[config.mk]
export PLATFORM = sky130hd
export DESIGN_NAME = ccd_frame_uart_tx_flat
export DESIGN_NICKNAME = d
export VERILOG_FILES = /design/src/rtl/ccd_link_pkg.sv /design/src/rtl/ccd_frame_uart_tx_if.sv /design/src/rtl/uart_tx_byte.sv /design/src/rtl/ccd_frame_uart_tx.sv /design/src/flat_wrapper.sv
export SDC_FILE = /design/constraint.sdc
export NUM_CORES = 1
export LEC_CHECK = 0
export ABC_AREA = 1
export BUFFER_PORTS_ARGS = -buffer_cell sky130_fd_sc_hd__buf_2
export CAP_MARGIN = 25
export CORE_ASPECT_RATIO = 1.4
export CORE_UTILIZATION = 50
export CTS_CLUSTER_SIZE = 28
export DETAILED_ROUTE_END_ITERATION = 12
export HOLD_SLACK_MARGIN = 0.15
export PLACE_DENSITY_LB_ADDON = 0.2
export SYNTH_ARGS = -nofsm -noshare
export SYNTH_HDL_FRONTEND = slang
export SYNTH_SLANG_ARGS = --single-unit
export TNS_END_PERCENT = 10
[constraint.sdc]
create_clock -name clk -period 1.8 [get_ports clk]
set_input_delay 0.09 -clock clk [delete_from_list [all_inputs] [get_ports clk]]
set_output_delay 0.09 -clock clk [all_outputs]
set_load 0.05 [all_outputs]
[src/rtl/ccd_link_pkg.sv]
// rtl/ccd_link_pkg.sv - shared frame FSM states, sync bytes and header helpers (FRAME_CHECKSUM_EN)
package ccd_link_pkg;

    typedef enum logic [2:0] {
        ST_IDLE,
        ST_HDR,
        ST_PIX,
        ST_CHK,
        ST_DONE
    } frame_state_e;

    localparam logic [7:0] HDR0_DEF = 8'hA5;
    localparam logic [7:0] HDR1_DEF = 8'h5A;

`ifdef FRAME_CHECKSUM_EN
    localparam int FRAME_OVERHEAD = 5;
`else
    localparam int FRAME_OVERHEAD = 4;
`endif

    // Header slot 0..3: sync bytes, then the payload length big-endian.
    function automatic logic [7:0] hdr_byte(input logic [1:0] idx, input logic [7:0] h0,
                                            input logic [7:0] h1, input logic [15:0] len);
        case (idx)
            2'd0:    return h0;
            2'd1:    return h1;
            2'd2:    return len[15:8];
            default: return len[7:0];
        endcase
    endfunction

endpackage

[src/rtl/ccd_frame_uart_tx_if.sv]
// rtl/ccd_frame_uart_tx_if.sv - non-showahead FIFO read port between capture FIFO and UART framer
interface ccd_frame_uart_tx_if;
    logic       rdreq;
    logic [7:0] rddata;
    logic       rdempty;

    modport master (output rdreq, input rddata, input rdempty);
    modport slave  (input rdreq, output rddata, output rdempty);
endinterface

[src/rtl/uart_tx_byte.sv]
// rtl/uart_tx_byte.sv - 8N1 byte serializer with look-ahead ready and stop-bit-start strobe
module uart_tx_byte #(
    parameter int BAUD_DIV = 10
) (
    input  logic       clk,
    input  logic       n_rst,
    input  logic       load,
    input  logic [7:0] din,
    output logic       ready,
    output logic       stop_start,
    output logic       txd
);

    localparam int CW = (BAUD_DIV > 1) ? $clog2(BAUD_DIV) : 1;
    localparam logic [CW-1:0] CNT_LAST = CW'(BAUD_DIV - 1);

    logic          active_q, active_d;
    logic [CW-1:0] cnt_q, cnt_d;
    logic [3:0]    bit_q, bit_d;
    logic [7:0]    shift_q, shift_d;
    logic          txd_q, txd_d;
    logic          last_cycle;

    // Ready also covers the final stop-bit cycle so the next byte follows with no gap.
    assign last_cycle = active_q && (bit_q == 4'd9) && (cnt_q == CNT_LAST);
    assign ready      = ~active_q | last_cycle;
    assign stop_start = active_q && (bit_q == 4'd9) && (cnt_q == '0);
    assign txd        = txd_q;

    always_comb begin
        active_d = active_q;
        cnt_d    = cnt_q;
        bit_d    = bit_q;
        shift_d  = shift_q;
        txd_d    = txd_q;
        if (active_q) begin
            if (cnt_q == CNT_LAST) begin
                cnt_d = '0;
                if (bit_q == 4'd9) begin
                    active_d = 1'b0;
                    txd_d    = 1'b1;
                end else begin
                    bit_d = bit_q + 4'd1;
                    if (bit_q == 4'd8) begin
                        txd_d = 1'b1;
                    end else begin
                        txd_d   = shift_q[0];
                        shift_d = {1'b0, shift_q[7:1]};
                    end
                end
            end else begin
                cnt_d = cnt_q + CW'(1);
            end
        end
        if (load && ready) begin
            active_d = 1'b1;
            cnt_d    = '0;
            bit_d    = 4'd0;
            shift_d  = din;
            txd_d    = 1'b0;
        end
    end

    always_ff @(posedge clk or negedge n_rst) begin
        if (!n_rst) begin
            active_q <= 1'b0;
            cnt_q    <= '0;
            bit_q    <= 4'd0;
            shift_q  <= 8'd0;
            txd_q    <= 1'b1;
        end else begin
            active_q <= active_d;
            cnt_q    <= cnt_d;
            bit_q    <= bit_d;
            shift_q  <= shift_d;
            txd_q    <= txd_d;
        end
    end

endmodule

[src/rtl/ccd_frame_uart_tx.sv]
// rtl/ccd_frame_uart_tx.sv - drains one pixel line from the capture FIFO as a framed UART packet (FRAME_CHECKSUM_EN)
module ccd_frame_uart_tx
    import ccd_link_pkg::*;
#(
    parameter int         CLK_HZ = 50_000_000,
    parameter int         BAUD   = 115200,
    parameter int         PIXELS = 1024,
    parameter logic [7:0] HDR0   = HDR0_DEF,
    parameter logic [7:0] HDR1   = HDR1_DEF
) (
    input  logic                  clk,
    input  logic                  n_rst,
    input  logic                  serialsend_flag,
    ccd_frame_uart_tx_if.master   fifo,
    output logic                  uart_txd,
    output logic                  busy,
    output logic                  frame_done
);

    localparam int          BAUD_DIV = CLK_HZ / BAUD;
    localparam logic [15:0] LEN      = 16'(PIXELS);
    localparam logic [15:0] PIX_LAST = 16'(PIXELS - 1);

    frame_state_e state_q, state_d;
    logic        flag_prev_q, flag_prev_d;
    logic        busy_q, busy_d;
    logic        frame_done_q, frame_done_d;
    logic [1:0]  hdr_idx_q, hdr_idx_d;
    logic [15:0] pix_cnt_q, pix_cnt_d;
    logic        fetch_q, fetch_d;
    logic        retry_q, retry_d;
    logic        rdvalid_q, rdvalid_d;
    logic [7:0]  hold_q, hold_d;
    logic        hold_full_q, hold_full_d;
`ifdef FRAME_CHECKSUM_EN
    logic [7:0]  cks_q, cks_d;
`endif

    logic       trigger, rdreq_w, pix_avail;
    logic [7:0] pix_data;
    logic       tx_load, tx_ready, tx_stop_start;
    logic [7:0] tx_din;

    uart_tx_byte #(.BAUD_DIV(BAUD_DIV)) u_tx (
        .clk        (clk),
        .n_rst      (n_rst),
        .load       (tx_load),
        .din        (tx_din),
        .ready      (tx_ready),
        .stop_start (tx_stop_start),
        .txd        (uart_txd)
    );

    assign trigger   = serialsend_flag & ~flag_prev_q;
    // fetch_q marks a byte in flight whose stop bit must prefetch the next pixel.
    assign rdreq_w   = ~fifo.rdempty & ((tx_stop_start & fetch_q) | retry_q);
    assign fifo.rdreq = rdreq_w;
    assign pix_avail = hold_full_q | rdvalid_q;
    assign pix_data  = hold_full_q ? hold_q : fifo.rddata;
    assign busy       = busy_q;
    assign frame_done = frame_done_q;

    always_comb begin
        state_d      = state_q;
        flag_prev_d  = serialsend_flag;
        busy_d       = busy_q;
        frame_done_d = 1'b0;
        hdr_idx_d    = hdr_idx_q;
        pix_cnt_d    = pix_cnt_q;
        fetch_d      = fetch_q;
        rdvalid_d    = rdreq_w;
        hold_d       = hold_q;
        hold_full_d  = hold_full_q;
`ifdef FRAME_CHECKSUM_EN
        cks_d        = cks_q;
`endif
        tx_load      = 1'b0;
        tx_din       = 8'd0;

        if (rdreq_w) begin
            retry_d = 1'b0;
        end else if (tx_stop_start && fetch_q) begin
            retry_d = 1'b1;
        end else begin
            retry_d = retry_q;
        end

        if (rdvalid_q) begin
            hold_d      = fifo.rddata;
            hold_full_d = 1'b1;
        end

        case (state_q)
            ST_IDLE: begin
                // frame_done_q high means the previous frame ended this cycle.
                if (trigger && !frame_done_q) begin
                    state_d   = ST_HDR;
                    busy_d    = 1'b1;
                    hdr_idx_d = 2'd0;
                    pix_cnt_d = 16'd0;
`ifdef FRAME_CHECKSUM_EN
                    cks_d     = 8'd0;
`endif
                end
            end
            ST_HDR: begin
                if (tx_ready) begin
                    tx_load = 1'b1;
                    tx_din  = hdr_byte(hdr_idx_q, HDR0, HDR1, LEN);
                    fetch_d = (hdr_idx_q == 2'd3);
`ifdef FRAME_CHECKSUM_EN
                    if (hdr_idx_q[1]) cks_d = cks_q + tx_din;
`endif
                    if (hdr_idx_q == 2'd3) begin
                        state_d = ST_PIX;
                    end else begin
                        hdr_idx_d = hdr_idx_q + 2'd1;
                    end
                end
            end
            ST_PIX: begin
                if (tx_ready && pix_avail) begin
                    tx_load     = 1'b1;
                    tx_din      = pix_data;
                    hold_full_d = 1'b0;
                    fetch_d     = (pix_cnt_q != PIX_LAST);
`ifdef FRAME_CHECKSUM_EN
                    cks_d       = cks_q + pix_data;
`endif
                    if (pix_cnt_q == PIX_LAST) begin
`ifdef FRAME_CHECKSUM_EN
                        state_d = ST_CHK;
`else
                        state_d = ST_DONE;
`endif
                    end else begin
                        pix_cnt_d = pix_cnt_q + 16'd1;
                    end
                end
            end
`ifdef FRAME_CHECKSUM_EN
            ST_CHK: begin
                if (tx_ready) begin
                    tx_load = 1'b1;
                    tx_din  = cks_q;
                    fetch_d = 1'b0;
                    state_d = ST_DONE;
                end
            end
`endif
            ST_DONE: begin
                if (tx_ready) begin
                    state_d      = ST_IDLE;
                    busy_d       = 1'b0;
                    frame_done_d = 1'b1;
                end
            end
            default: begin
                state_d = ST_IDLE;
                busy_d  = 1'b0;
            end
        endcase
    end

    always_ff @(posedge clk or negedge n_rst) begin
        if (!n_rst) begin
            state_q      <= ST_IDLE;
            flag_prev_q  <= 1'b0;
            busy_q       <= 1'b0;
            frame_done_q <= 1'b0;
            hdr_idx_q    <= 2'd0;
            pix_cnt_q    <= 16'd0;
            fetch_q      <= 1'b0;
            retry_q      <= 1'b0;
            rdvalid_q    <= 1'b0;
            hold_q       <= 8'd0;
            hold_full_q  <= 1'b0;
`ifdef FRAME_CHECKSUM_EN
            cks_q        <= 8'd0;
`endif
        end else begin
            state_q      <= state_d;
            flag_prev_q  <= flag_prev_d;
            busy_q       <= busy_d;
            frame_done_q <= frame_done_d;
            hdr_idx_q    <= hdr_idx_d;
            pix_cnt_q    <= pix_cnt_d;
            fetch_q      <= fetch_d;
            retry_q      <= retry_d;
            rdvalid_q    <= rdvalid_d;
            hold_q       <= hold_d;
            hold_full_q  <= hold_full_d;
`ifdef FRAME_CHECKSUM_EN
            cks_q        <= cks_d;
`endif
        end
    end

endmodule

[src/flat_wrapper.sv]
// flat-port wrapper written by rule: the top's interface ports become plain ports
module ccd_frame_uart_tx_flat import ccd_link_pkg::*;
#(
    parameter int         CLK_HZ = 50_000_000,
    parameter int         BAUD   = 115200,
    parameter int         PIXELS = 1024,
    parameter logic [7:0] HDR0   = HDR0_DEF,
    parameter logic [7:0] HDR1   = HDR1_DEF
)
  (clk, n_rst, serialsend_flag, uart_txd, busy, frame_done, fifo_rdreq, fifo_rddata, fifo_rdempty);
  ccd_frame_uart_tx_if fifo_i ();
  input  logic clk;
  input  logic n_rst;
  input  logic serialsend_flag;
  output logic uart_txd;
  output logic busy;
  output logic frame_done;
  output wire logic [$bits(fifo_i.rdreq)-1:0] fifo_rdreq;
  input wire logic [$bits(fifo_i.rddata)-1:0] fifo_rddata;
  input wire logic [$bits(fifo_i.rdempty)-1:0] fifo_rdempty;
  assign fifo_rdreq = fifo_i.rdreq;
  assign fifo_i.rddata = fifo_rddata;
  assign fifo_i.rdempty = fifo_rdempty;
  ccd_frame_uart_tx #(.CLK_HZ(CLK_HZ), .BAUD(BAUD), .PIXELS(PIXELS), .HDR0(HDR0), .HDR1(HDR1)) u_core (.clk(clk), .n_rst(n_rst), .serialsend_flag(serialsend_flag), .fifo(fifo_i), .uart_txd(uart_txd), .busy(busy), .frame_done(frame_done));
endmodule
==> Yosys cells after proc, flatten, opt, wreduce, memory -nomap -nowiden <==
Cells that the tools add are included.
{ "word_totals": {"register_bits": 59, "in_bits": 12, "out_inout_bits": 4} }
{ "classes": {"addsub": 4, "n_eq_ne": 21, "muxes": 56, "n_bitwise": 10, "n_reduce_logical": 26} }
{ "ops": {"columns": ["operator", "n"], "rows": [
  ["$mux W8", 8],
  ["$mux W16", 3],
  ["$pmux W16 S2", 1],
  ["$mux W9", 3],
  ["$pmux W8 S3", 1],
  ["$mux W1", 21],
  ["$mux W3", 6],
  ["$add A16 B1 Y16 const B", 1],
  ["$eq A16 B10 Y1 const B", 1],
  ["$mux W4", 4],
  ["$ne A16 B10 Y1 const B", 1],
  ["$ne A2 B1 Y1 const B", 8],
  ["$pmux W8 S2", 1],
  ["$pmux W3 S4", 1],
  ["$reduce_and A4 Y1", 3],
  ["$reduce_bool A2 Y1", 6],
  ["$add A9 B1 Y9 const B", 1],
  ["$eq A9 B9 Y1 const B", 1],
  ["$logic_not A9 Y1", 1],
  ["$reduce_and A3 Y1", 3],
  ["$eq A4 B4 Y1 const B", 2],
  ["$logic_and A1 B1 Y1", 7],
  ["$mux W2", 3],
  ["$reduce_and A6 Y1", 1],
  ["other kinds (19)", 29]
]} }

==> Depth between registers and ports, before layout <==
Gate-level depths: netlist of the first run.
{ "depth": {"word_depth": 10, "depth_mapped": 12, "depth_no_buf": 12} }

==> Cells and area by module <==
From an unflattened synthesis of the first run, not the netlist that was laid out.
{ "hier_totals": {"cells_unflattened": 457, "area_unflattened_um2": 3537.1} }
{ "by_module_without_submodules": {"columns": ["module", "instances", "cells_each", "area_each_um2"], "rows": [
  ["ccd_frame_uart_tx", 1, 289, 2164.6],
  ["uart_tx_byte", 1, 168, 1372.6]
]} }

==> Worst setup path before layout of the first run <==
No wires, ideal clock.
{ "synth_path": {"path_type": "register to register", "start": "register u_core.u_tx.cnt_q[0]", "end": "register u_core.rdvalid_q", "setup_ns": 0.203, "arrival_time_ns": 1.667, "required_ns": 1.597, "setup_slack_ns": -0.071, "stages_incl_launch_ff": 7, "path_buffers": 0, "synth_period_minus_slack_ns": 1.871, "path_cell_list": "dfrtp_1 -> inv_1 -> ha_1 -> nand2_1 -> nor4_1 -> a31oi_1 -> nor2_1"} }
{ "synth_via": {"elab_chain_cells": 5} }
{ "synth_lines": {"columns": ["item", "line", "text"], "rows": [
  ["start, declared", "uart_tx_byte.sv:18", "logic [CW-1:0] cnt_q, cnt_d;"],
  ["start signal, assigned", "uart_tx_byte.sv:73", "cnt_q <= cnt_d;"],
  ["$logic_not A9 Y1", "uart_tx_byte.sv:27", "assign stop_start = active_q && (bit_q == 4'd9) && (cnt_q == '0);"],
  ["$logic_and A1 B1 Y1", "uart_tx_byte.sv:27", null],
  ["$and A1 B1 Y1", "ccd_frame_uart_tx.sv:56", "assign rdreq_w = ~fifo.rdempty & ((tx_stop_start & fetch_q) | retry_q);"],
  ["$or A1 B1 Y1", "ccd_frame_uart_tx.sv:56", null],
  ["$and A1 B1 Y1", "ccd_frame_uart_tx.sv:56", null],
  ["net fifo_rdreq", "flat_wrapper.sv:18", "output wire logic [$bits(fifo_i.rdreq)-1:0] fifo_rdreq;"],
  ["end signal, assigned", "ccd_frame_uart_tx.sv:190", "rdvalid_q <= rdvalid_d;"],
  ["end, declared", "ccd_frame_uart_tx.sv:32", "logic rdvalid_q, rdvalid_d;"]
]} }
The timed path passes the listed nets, and every way through them passes these cells.
A chain may end at the register's enable or synchronous reset.

==> Worst setup path after layout of the first run <==
{ "layout_path": {"start": "register u_core.u_tx.cnt_q[1]", "end": "output port fifo_rdreq"} }
{ "layout_via": {"elab_chain_cells": 5} }
{ "layout_lines": {"columns": ["item", "line"], "rows": [
  ["$logic_not A9 Y1", "uart_tx_byte.sv:27"],
  ["$logic_and A1 B1 Y1", "uart_tx_byte.sv:27"],
  ["$and A1 B1 Y1", "ccd_frame_uart_tx.sv:56"],
  ["$or A1 B1 Y1", "ccd_frame_uart_tx.sv:56"],
  ["$and A1 B1 Y1", "ccd_frame_uart_tx.sv:56"],
  ["end, declared", "flat_wrapper.sv:18"]
]} }
No other way between the ends.

==> results of run 1 <==
through the flow:
step	utilization, %	hold slack (ns)
floorplan	-	-0.206
CTS	61.9	0.290
detailed placement	56.1	0.120
finish	64.5	0.289
global placement	56.1	0.122
global route	64.5	0.336
how the worst max path moves through the flow:
| stage | startpoint | endpoint | slack, ns | cells past startpoint |
|---|---|---|---|---|
| 2_1_floorplan | u_core.u_tx.bit_q[1] | u_core.u_tx.shift_q[4] | 0.17 | 12 |
| 3_3_place_gp | u_core.u_tx.cnt_q[0] | fifo_rdreq | 0.08 | 7 |
| 3_5_place_dp | u_core.u_tx.cnt_q[1] | u_core.state_q[0] | 0.01 | 11 |
| 4_1_cts | u_core.u_tx.cnt_q[1] | fifo_rdreq | -0.08 | 7 |
| 5_1_grt | u_core.u_tx.cnt_q[0] | fifo_rdreq | -0.13 | 7 |
| 6_report | u_core.u_tx.cnt_q[1] | fifo_rdreq | -0.05 | 7 |
power breakdown:
group	switching, W	internal [W]	leakage (nW)
registers	0.000255	0.00164	0.743
clock network	0.000505	0.000552	0.0908
logic	0.00145	0.000911	1.24
logic make-up (layout without fill, tap and decap cells):
family                   count (synthesis)  after routing  synth area share [%]
XOR/XNOR                                15             15                  3.78
buffers and inverters                   60            118                  7.60
AO/OA/AOI/OAI                           54             54                  8.60
flip-flops                              59             59                  42.5
AND/OR/NAND/NOR                        253            253                  33.2
adder cells (fa/ha/maj)                 12             12                  4.32
area by class of cell:
| class | count | area [um2] |
|---|---|---|
| Fill cell | 567 | 2360 |
| Multi-Input combinational cell | 334 | 1890 |
| Sequential cell | 59 | 1480 |
| Timing Repair Buffer | 54 | 435 |
| Inverter | 50 | 205 |
| Clock buffer | 11 | 151 |
| Tap cell | 92 | 115 |
| Clock inverter | 3 | 15.0 |
per-layer routing:
metal / routed length [um] / global-route usage (%)
met1: 3210 / 24.0
met2: 4310 / 43.4
met3: 195 / 3.10
met4: 149 / 15.7
met5: 0 / 0
Yosys cell counts:
master	count
nand4_1	7
ha_1	12
buf_6	4
xor2_1	13
nor2_4	2
o21ai_4	1
a21oi_2	1
nor3_2	1
a21oi_1	11
inv_2	6
nor2_2	2
o21ai_1	16
buf_2	3
buf_1	1
inv_1	43
or2_1	1
clkinv_4	1
nand2_1	132
nand2_2	3
nor3_1	6
nand2_4	4
or2_2	1
nand3_1	40
clkbuf_1	2
nor3_4	1
nor3b_1	1
xnor2_1	2
nand3_4	1
nor2_1	46
dfstp_2	1
dfrtp_1	58
nor4_1	3
a31oi_1	3
o21ai_2	2
o21ai_0	19
nor2_8	1
nand3_2	1
o31ai_1	1
registers in the layout, indices dropped and copies added, names as in the netlist:
register / count
u_core.pix_cnt_q: 16
u_core.u_tx.cnt_q: 9
u_core.hold_q: 8
u_core.u_tx.shift_q: 8
u_core.u_tx.bit_q: 4
u_core.state_q: 3
u_core.hdr_idx_q: 2
u_core.busy: 1
u_core.fetch_q: 1
u_core.flag_prev_q: 1
u_core.frame_done: 1
u_core.hold_full_q: 1
u_core.rdvalid_q: 1
u_core.retry_q: 1
u_core.u_tx.active_q: 1
u_core.u_tx.txd: 1
worst reg2reg max path: cells and delay by family, from the launching register on:
| kind | cells | cell delay (ns) |
|---|---|---|
| adders and majority gates | 1 | 0.13 |
| buffers and inverters | 3 | 0.39 |
| and+or+nand+nor | 8 | 0.76 |
| AOI/OAI and AO/OA | 1 | 0.05 |
| DFF | 1 | 0.39 |
repair_timing:
action                                  CTS  global route
endpoints found under the setup margin    4            34
hold buffers                             11             0
gates cloned                              0             1
buffers inserted                          6             4
pin swaps                                 5            11
resized for setup                        15            30
endpoints found under the hold margin    35             0
==> impl_metrics.ini, run 1 <==
[outcome]
status = finished with violations
violations = setup timing

[placement]
dp_hpwl_um = 5570
post-place-ws_ns = 0.0142
dp_cells = 567
io_buffers = 15
dpl_cell_area_um2 = 3740
place_congestion = 0.917

[timing]
min_period_over_period_pct = 103
grt_setup_unrepaired = true
worst_pin_slew_ns = 0.571
max_freq_mhz = 541
hold_viol_final = 0
finalSetupTns_ns = -0.0611
fin_skew_ns = 0.00763
slew_headroom_pct = 61.9
drv_slew = 0
period_minus_slack_ns = 1.85
worst_slack_ns = -0.0498
setup_viol = 2

[synth]
synthCells = 453
synth_cell_type_count = 38
synth_seq_cells = 59
synth_nets = 477
syn_avg_cell_area_um2 = 7.67
yosysWarnings = 0
synth_top_area_cell = dfrtp_1
synth.top_cells.by_area = dfrtp_1, nand2_1, nand3_1
mappedNetlistArea_um2 = 3480
yosysSeqAreaShare_pct = 42.5
synth_top_area_share_pct = 41.8

[routing]
via_per_inst = 5.05
wl_per_cell_um = 13.0
detail-route-antenna-nets = 0
dr.pass1.iters = 4
vias = 3048
first_iter_violations = 149
drc = 0
wl_um = 7860

[global_routing]
grt_pass1_wl_um = 13000
track_usage_pct = 23.4
antenna_found_initial = 0
grt_max_degree = 25
first_global_vias = 3043
overflow = 0

[worst_setup_path]
worstPathRequired_ns = 1.71
crit_buf_inv = 2
worstPathCellList = inv_2 -> ha_4 -> nand2_4 -> nor4_4 -> a31oi_2 -> nor2_2 -> buf_6
r2r-start = u_core.u_tx.cnt_q[1]
start_kind = flop
criticalPathCategory = reg2out
r2r_cells = 13
cp_slowest_cell = dfrtp_1
cp-end-kind = primary output
crit_family = simple AND/OR/NAND/NOR gates
cp.arrival_ns = 1.76
regToRegEndpoint = u_core.pix_cnt_q[7]
ff2ff_setup_slack_ns = -0.01
cp_max_fo = 2
critPathMaxStageDelay_ns = 0.39

[clocking]
clk_path_buf_depth = 2
clk_pin_slew_ns = 0.07
cts_root_buf = clkbuf_8
cts_tree = done
insertion_delay_ns = 0.34
clock_sinks = 59
numCtsBuffers = 9
cts.htree.levels = 3

[floorplanning]
die_x_um = 72.5
coreArea_um2 = 6660
fp.dieArea_um2 = 7290
num_rows = 35
start_util_pct = 52.2
die_h_um = 101
ioPinCount = 16

[cells_and_area]
final_cells = 603
final_area_um2 = 4290
num_antenna_cells = 0
drive_gt1_share_pct = 21.9
mostFrequentLayoutCells = nand2_1, dfrtp_1, nor2_1
layout_commonest_cell = nand2_1
syn_to_final_growth_pct = 23.5
fin_nets = 532

[power]
finalPower_w = 0.00531
power_density_nw_per_um2 = 1240
max-vdd-ir-drop_uv = 635
p_leak_nw = 2.07

[hold_path]
min_path_type = in2async

[flow_run]
maxCapViolations = 0
No activity file was read; power rests on OpenSTA's default activity.
==> inputs of run 2 (changes only) <==
--- a/config.mk
+++ b/config.mk
@@ -13,7 +13,7 @@
 export CTS_CLUSTER_SIZE = 28
 export DETAILED_ROUTE_END_ITERATION = 12
 export HOLD_SLACK_MARGIN = 0.15
-export PLACE_DENSITY_LB_ADDON = 0.2
+export PLACE_DENSITY = 0.7
 export SYNTH_ARGS = -nofsm -noshare
 export SYNTH_HDL_FRONTEND = slang
 export SYNTH_SLANG_ARGS = --single-unit
==> run 2 against run 1 <==
  * The flow now finishes without violations
  * Largest power group unchanged
  * Sequential power hardly changed
  * First-iteration DRC count grew 38%
  * Clock skew rose by 0.0013 ns
  * Cell count grew 0.83%
  * Register-to-register slack better by 0.05 ns
  * Largest cell class unchanged
==> impl_metrics.ini, run 2 (synthesis gave the netlist of run 1 again) <==
[routing]
wl_per_cell_um = 12.5
via_per_inst = 5.08
wl_um = 7590
first_iter_violations = 206
detail-route-antenna-nets = 0
drc = 0
vias = 3088
dr.pass1.iters = 5

[cells_and_area]
top_regs = u_core.pix_cnt_q (16), u_core.u_tx.cnt_q (9)
largest_reg_flops = 16
mostFrequentLayoutCells = nand2_1, dfrtp_1, nor2_1
syn_to_final_growth_pct = 23.8
regMostFlops = u_core.pix_cnt_q
layout_commonest_cell = nand2_1
final_area_um2 = 4300
num_antenna_cells = 0
drive_gt1_share_pct = 20.7
fin_nets = 535

[power]
p_leak_nw = 2.08
finalPower_w = 0.00551
max-vdd-ir-drop_uv = 763
power_density_nw_per_um2 = 1280

[placement]
io_buffers = 15
dp_hpwl_um = 5360
place_congestion = 0.884
dpl_cell_area_um2 = 3770

[floorplanning]
die_h_um = 101
coreArea_um2 = 6660
ioPinCount = 16
die_x_um = 72.5
start_util_pct = 52.2
fp.dieArea_um2 = 7290
num_rows = 35

[timing]
fin_skew_ns = 0.00889
slew_headroom_pct = 75.9
drv_slew = 0
hold_viol_final = 0
period_minus_slack_ns = 1.77
grt_setup_unrepaired = true
min_period_over_period_pct = 98.4
worst_pin_slew_ns = 0.358
setup_viol = 0
max_freq_mhz = 565

[worst_setup_path]
cp-end-kind = primary output
criticalPathCategory = reg2out
cp.arrival_ns = 1.68
worstPathRequired_ns = 1.71
cp_max_fo = 4
ff2ff_setup_slack_ns = 0.04
start_kind = flop

[global_routing]
use_met2_pct = 41.5
use_met1_pct = 25.8
first_global_vias = 3040
track_usage_pct = 23.2
overflow = 0
grt_max_degree = 60
grt.busiest_layer = met2
antenna_found_initial = 0
use_met3_pct = 4.00
grt_pass1_wl_um = 12900

[outcome]
status = finished, final reports clean

[clocking]
clk_pin_slew_ns = 0.07
insertion_delay_ns = 0.35
numCtsBuffers = 9
cts_root_buf = clkbuf_8
cts_tree = done
clk_path_buf_depth = 2
clock_sinks = 59
cts.htree.levels = 3

[flow_run]
maxCapViolations = 0

[hold_path]
min_path_type = in2async
[run 2: cell count changes in the layout (fill, tap and decap cells not counted), sizes merged]
cell      before  now
buf           42   46
bufinv         0    3
clkbuf        12    9
clkinv         5    4
clkinvlp       0    1
inv           48   49
[run 2: per-stage QoR]
| stage | worst slack (ns) | util [%] | TNS (ns) | hold WS, ns | std cells |
|---|---|---|---|---|---|
| 6_report | 0.0293 | 64.6 | 0 | 0.260 | 608 |
| 5_1_grt | -0.0738 | 64.6 | -0.787 | 0.318 | 608 |
| 4_1_cts | -0.0432 | 62.8 | -0.0505 | 0.292 | 602 |
| 3_5_place_dp | 0.00756 | 56.6 | 0 | 0.121 | 571 |
| 3_3_place_gp | 0.0715 | 56.6 | 0 | 0.121 | 571 |
| 2_1_floorplan | 0.173 | - | 0 | -0.206 | 453 |
[run 2: what timing repair did]
item                                    CTS  global route
pin swaps                                 3             6
endpoints found under the hold margin    70             0
hold buffers                             11             0
endpoints found under the setup margin    9            35
gates resized for setup                   8            18
buffers inserted                          4             6
[run 2: cell type report]
cell class	count	area, um2
inverter	50	195
clock inverter	7	116
tap	92	115
sequential	59	1480
multi-input combinational	334	1830
fill	577	2350
clock buffer	9	124
timing repair buffer	57	444
[run 2: power breakdown]
group / internal [W] / switching (W) / leakage (nW)
Combinational: 0.000822 / 0.00133 / 1.22
Clock: 0.000916 / 0.000569 / 0.119
Sequential: 0.00164 / 0.000228 / 0.742
[run 2: metal layers]
| layer | part of all wire, % | up-vias |
|---|---|---|
| met3 | 3.1 | 19 |
| met5 | 0 | - |
| li1 | - | 1571 |
| met4 | 3.0 | 0 |
| met1 | 42 | 1448 |
| met2 | 52 | 50 |
[run 2: worst paths after layout]
check                                startpoint                      to  cells past startpoint
max                        u_core.u_tx.bit_q[1]              fifo_rdreq                      8
min                                       n_rst     u_core.pix_cnt_q[8]                      3
max reg2reg                u_core.u_tx.cnt_q[0]  u_core.u_tx.shift_q[5]                     12
min reg2reg                     u_core.u_tx.txd         u_core.u_tx.txd                      2
max in group asynchronous                 n_rst         u_core.u_tx.txd                      3
min in group clk                serialsend_flag      u_core.flag_prev_q                      2
[run 2: worst max-delay path: stages (launching register included)]
cell     delay (ns)
dfrtp_1        0.38
inv_1          0.08
ha_1           0.14
inv_1          0.06
nor2_4         0.13
buf_6          0.13
a31oi_1        0.11
nor2_2         0.14
buf_6          0.17
==> inputs of run 3 (changes only) <==
==> constraint.sdc (replaced) <==
create_clock -name clk -period 1.6 [get_ports clk]
set_input_delay 0.08 -clock clk [delete_from_list [all_inputs] [get_ports clk]]
set_output_delay 0.08 -clock clk [all_outputs]
set_load 0.05 [all_outputs]
==> run 3 against run 2 <==
  * The flow now finishes with violations (setup timing)
  * Utilization rose by 3.6 points
  * Sequential power is 12% higher
  * Wire length is 7.6% higher
  * Hold slack better by 0.0023 ns
  * Combinational power rose by 38%
  * Largest cell class unchanged
==> impl_metrics.ini, run 3 (synthesis gave the netlist of run 1 again) <==
[timing]
finalSetupTns_ns = -5.47
fin_skew_ns = 0.0118
hold_viol_final = 0
grt_setup_unrepaired = true
min_period_over_period_pct = 115
setup_viol = 42
worst_slack_ns = -0.233
slew_headroom_pct = 58.9
period_minus_slack_ns = 1.83
max_freq_mhz = 545
worst_pin_slew_ns = 0.616
drv_slew = 0
finalHoldWorstSlack_ns = 0.262

[floorplanning]
fp.dieArea_um2 = 7290
ioPinCount = 16
start_util_pct = 52.2
die_x_um = 72.5
die_h_um = 101
num_rows = 35
coreArea_um2 = 6660

[routing]
dr.pass1.iters = 4
first_iter_violations = 187
via_per_inst = 5.05
detail-route-antenna-nets = 0
wl_um = 8160
vias = 3201
drc = 0
wl_per_cell_um = 12.9

[worst_setup_path]
cp-end-kind = primary output
r2r_cells = 13
regToRegEndpoint = u_core.state_q[0]
r2r-start = u_core.u_tx.cnt_q[1]
worstPathRequired_ns = 1.52
start_kind = flop
criticalPathCategory = reg2out
ff2ff_setup_slack_ns = -0.22
cp_max_fo = 2
cp.arrival_ns = 1.75

[cells_and_area]
fin_nets = 561
largest_reg_flops = 16
layout_commonest_cell = nand2_1
regMostFlops = u_core.pix_cnt_q
syn_to_final_growth_pct = 30.7
top_regs = u_core.pix_cnt_q (16), u_core.u_tx.cnt_q (9)
drive_gt1_share_pct = 26.4
mostFrequentLayoutCells = nand2_1, dfrtp_1, buf_4
num_antenna_cells = 0

[outcome]
status = finished with violations
violations = setup timing

[power]
clkPwrFrac_pct = 19.1
p_comb_share_pct = 47.4
switching_share_pct = 41.8
p_leak_nw = 2.19
p_int_w = 0.00364
seqPwrFrac_pct = 33.5
switchingPower_w = 0.00261
max-vdd-ir-drop_uv = 887
power_density_nw_per_um2 = 1380

[clocking]
cts_root_buf = clkbuf_8
clock_sinks = 59
numCtsBuffers = 9
clk_pin_slew_ns = 0.08
clk_path_buf_depth = 2
cts_tree = done
cts.htree.levels = 3
insertion_delay_ns = 0.35

[placement]
place_congestion = 0.848
dp_hpwl_um = 5760
io_buffers = 15

[global_routing]
grt_pass1_wl_um = 13600
overflow = 0
grt_max_degree = 27
antenna_found_initial = 0
track_usage_pct = 24.2
first_global_vias = 3204

[flow_run]
maxCapViolations = 0

[hold_path]
min_path_type = in2async
## run 3: power by group through the flow
stage,registers (W),logic [W],clock network (W)
floorplan,0.00217,0.00150,0
CTS,0.00209,0.00272,0.00122
finish,0.00209,0.00296,0.00120
global placement,0.00209,0.00241,0
detailed placement,0.00210,0.00246,0
global route,0.00214,0.00330,0.00127
## run 3: what timing repair did
item                       4_1_cts  5_1_grt
hold endpoints to repair        34        0
gates cloned                     1        1
setup buffers                    3        5
pin swaps                       10       16
setup endpoints to repair       43       48
resized for setup               28       19
hold buffers                    11        0
## run 3: metal layers
layer,vias up,GRT usage (%),wire length [um],share of wire (%)
met5,-,0,0,0
met4,0,14.6,265,3.2
met3,24,3.90,237,2.9
met2,68,44.2,4380,54
met1,1484,25.5,3280,40
li1,1625,-,-,-
## run 3: cell type report
cell class	count	area, um2
Inverter	50	198
Tap cell	92	115
Clock inverter	7	45.0
Clock buffer	9	124
Fill cell	541	2110
Sequential cell	59	1480
Timing Repair Buffer	82	669
Timing Repair inverter	1	7.51
Multi-Input combinational cell	334	1910
## run 3: metrics by stage
step	power (W)	utilization [%]	cell area, um2	setup slack (ns)	instances
after floorplan	0.00367	-	3480	-0.0239	453
after global placement	0.00450	59.8	3980	-0.0488	597
after detailed placement	0.00456	59.8	3980	-0.169	597
after CTS	0.00604	66.2	4410	-0.340	628
after global routing	0.00671	68.3	4540	-0.343	634
final	0.00625	68.3	4540	-0.233	634
## run 3: worst max-delay path by stage
stage / to / depth (start not counted) / start / slack [ns]
finish: fifo_rdreq / 8 / u_core.u_tx.cnt_q[1] / -0.23
global route: fifo_rdreq / 8 / u_core.u_tx.cnt_q[1] / -0.34
CTS: fifo_rdreq / 8 / u_core.u_tx.cnt_q[1] / -0.34
detailed placement: u_core.state_q[0] / 12 / u_core.u_tx.cnt_q[1] / -0.17
global placement: u_core.state_q[0] / 12 / u_core.u_tx.cnt_q[1] / -0.05
floorplan: u_core.rdvalid_q / 6 / u_core.u_tx.cnt_q[0] / -0.02
## run 3: worst max-delay path, cell delays in order (launching register included)
cell	delay, ns
dfrtp_1	0.40
inv_2	0.07
buf_6	0.10
ha_4	0.14
nand2_4	0.05
nor4_4	0.21
a31oi_2	0.14
nor2_2	0.13
buf_6	0.17
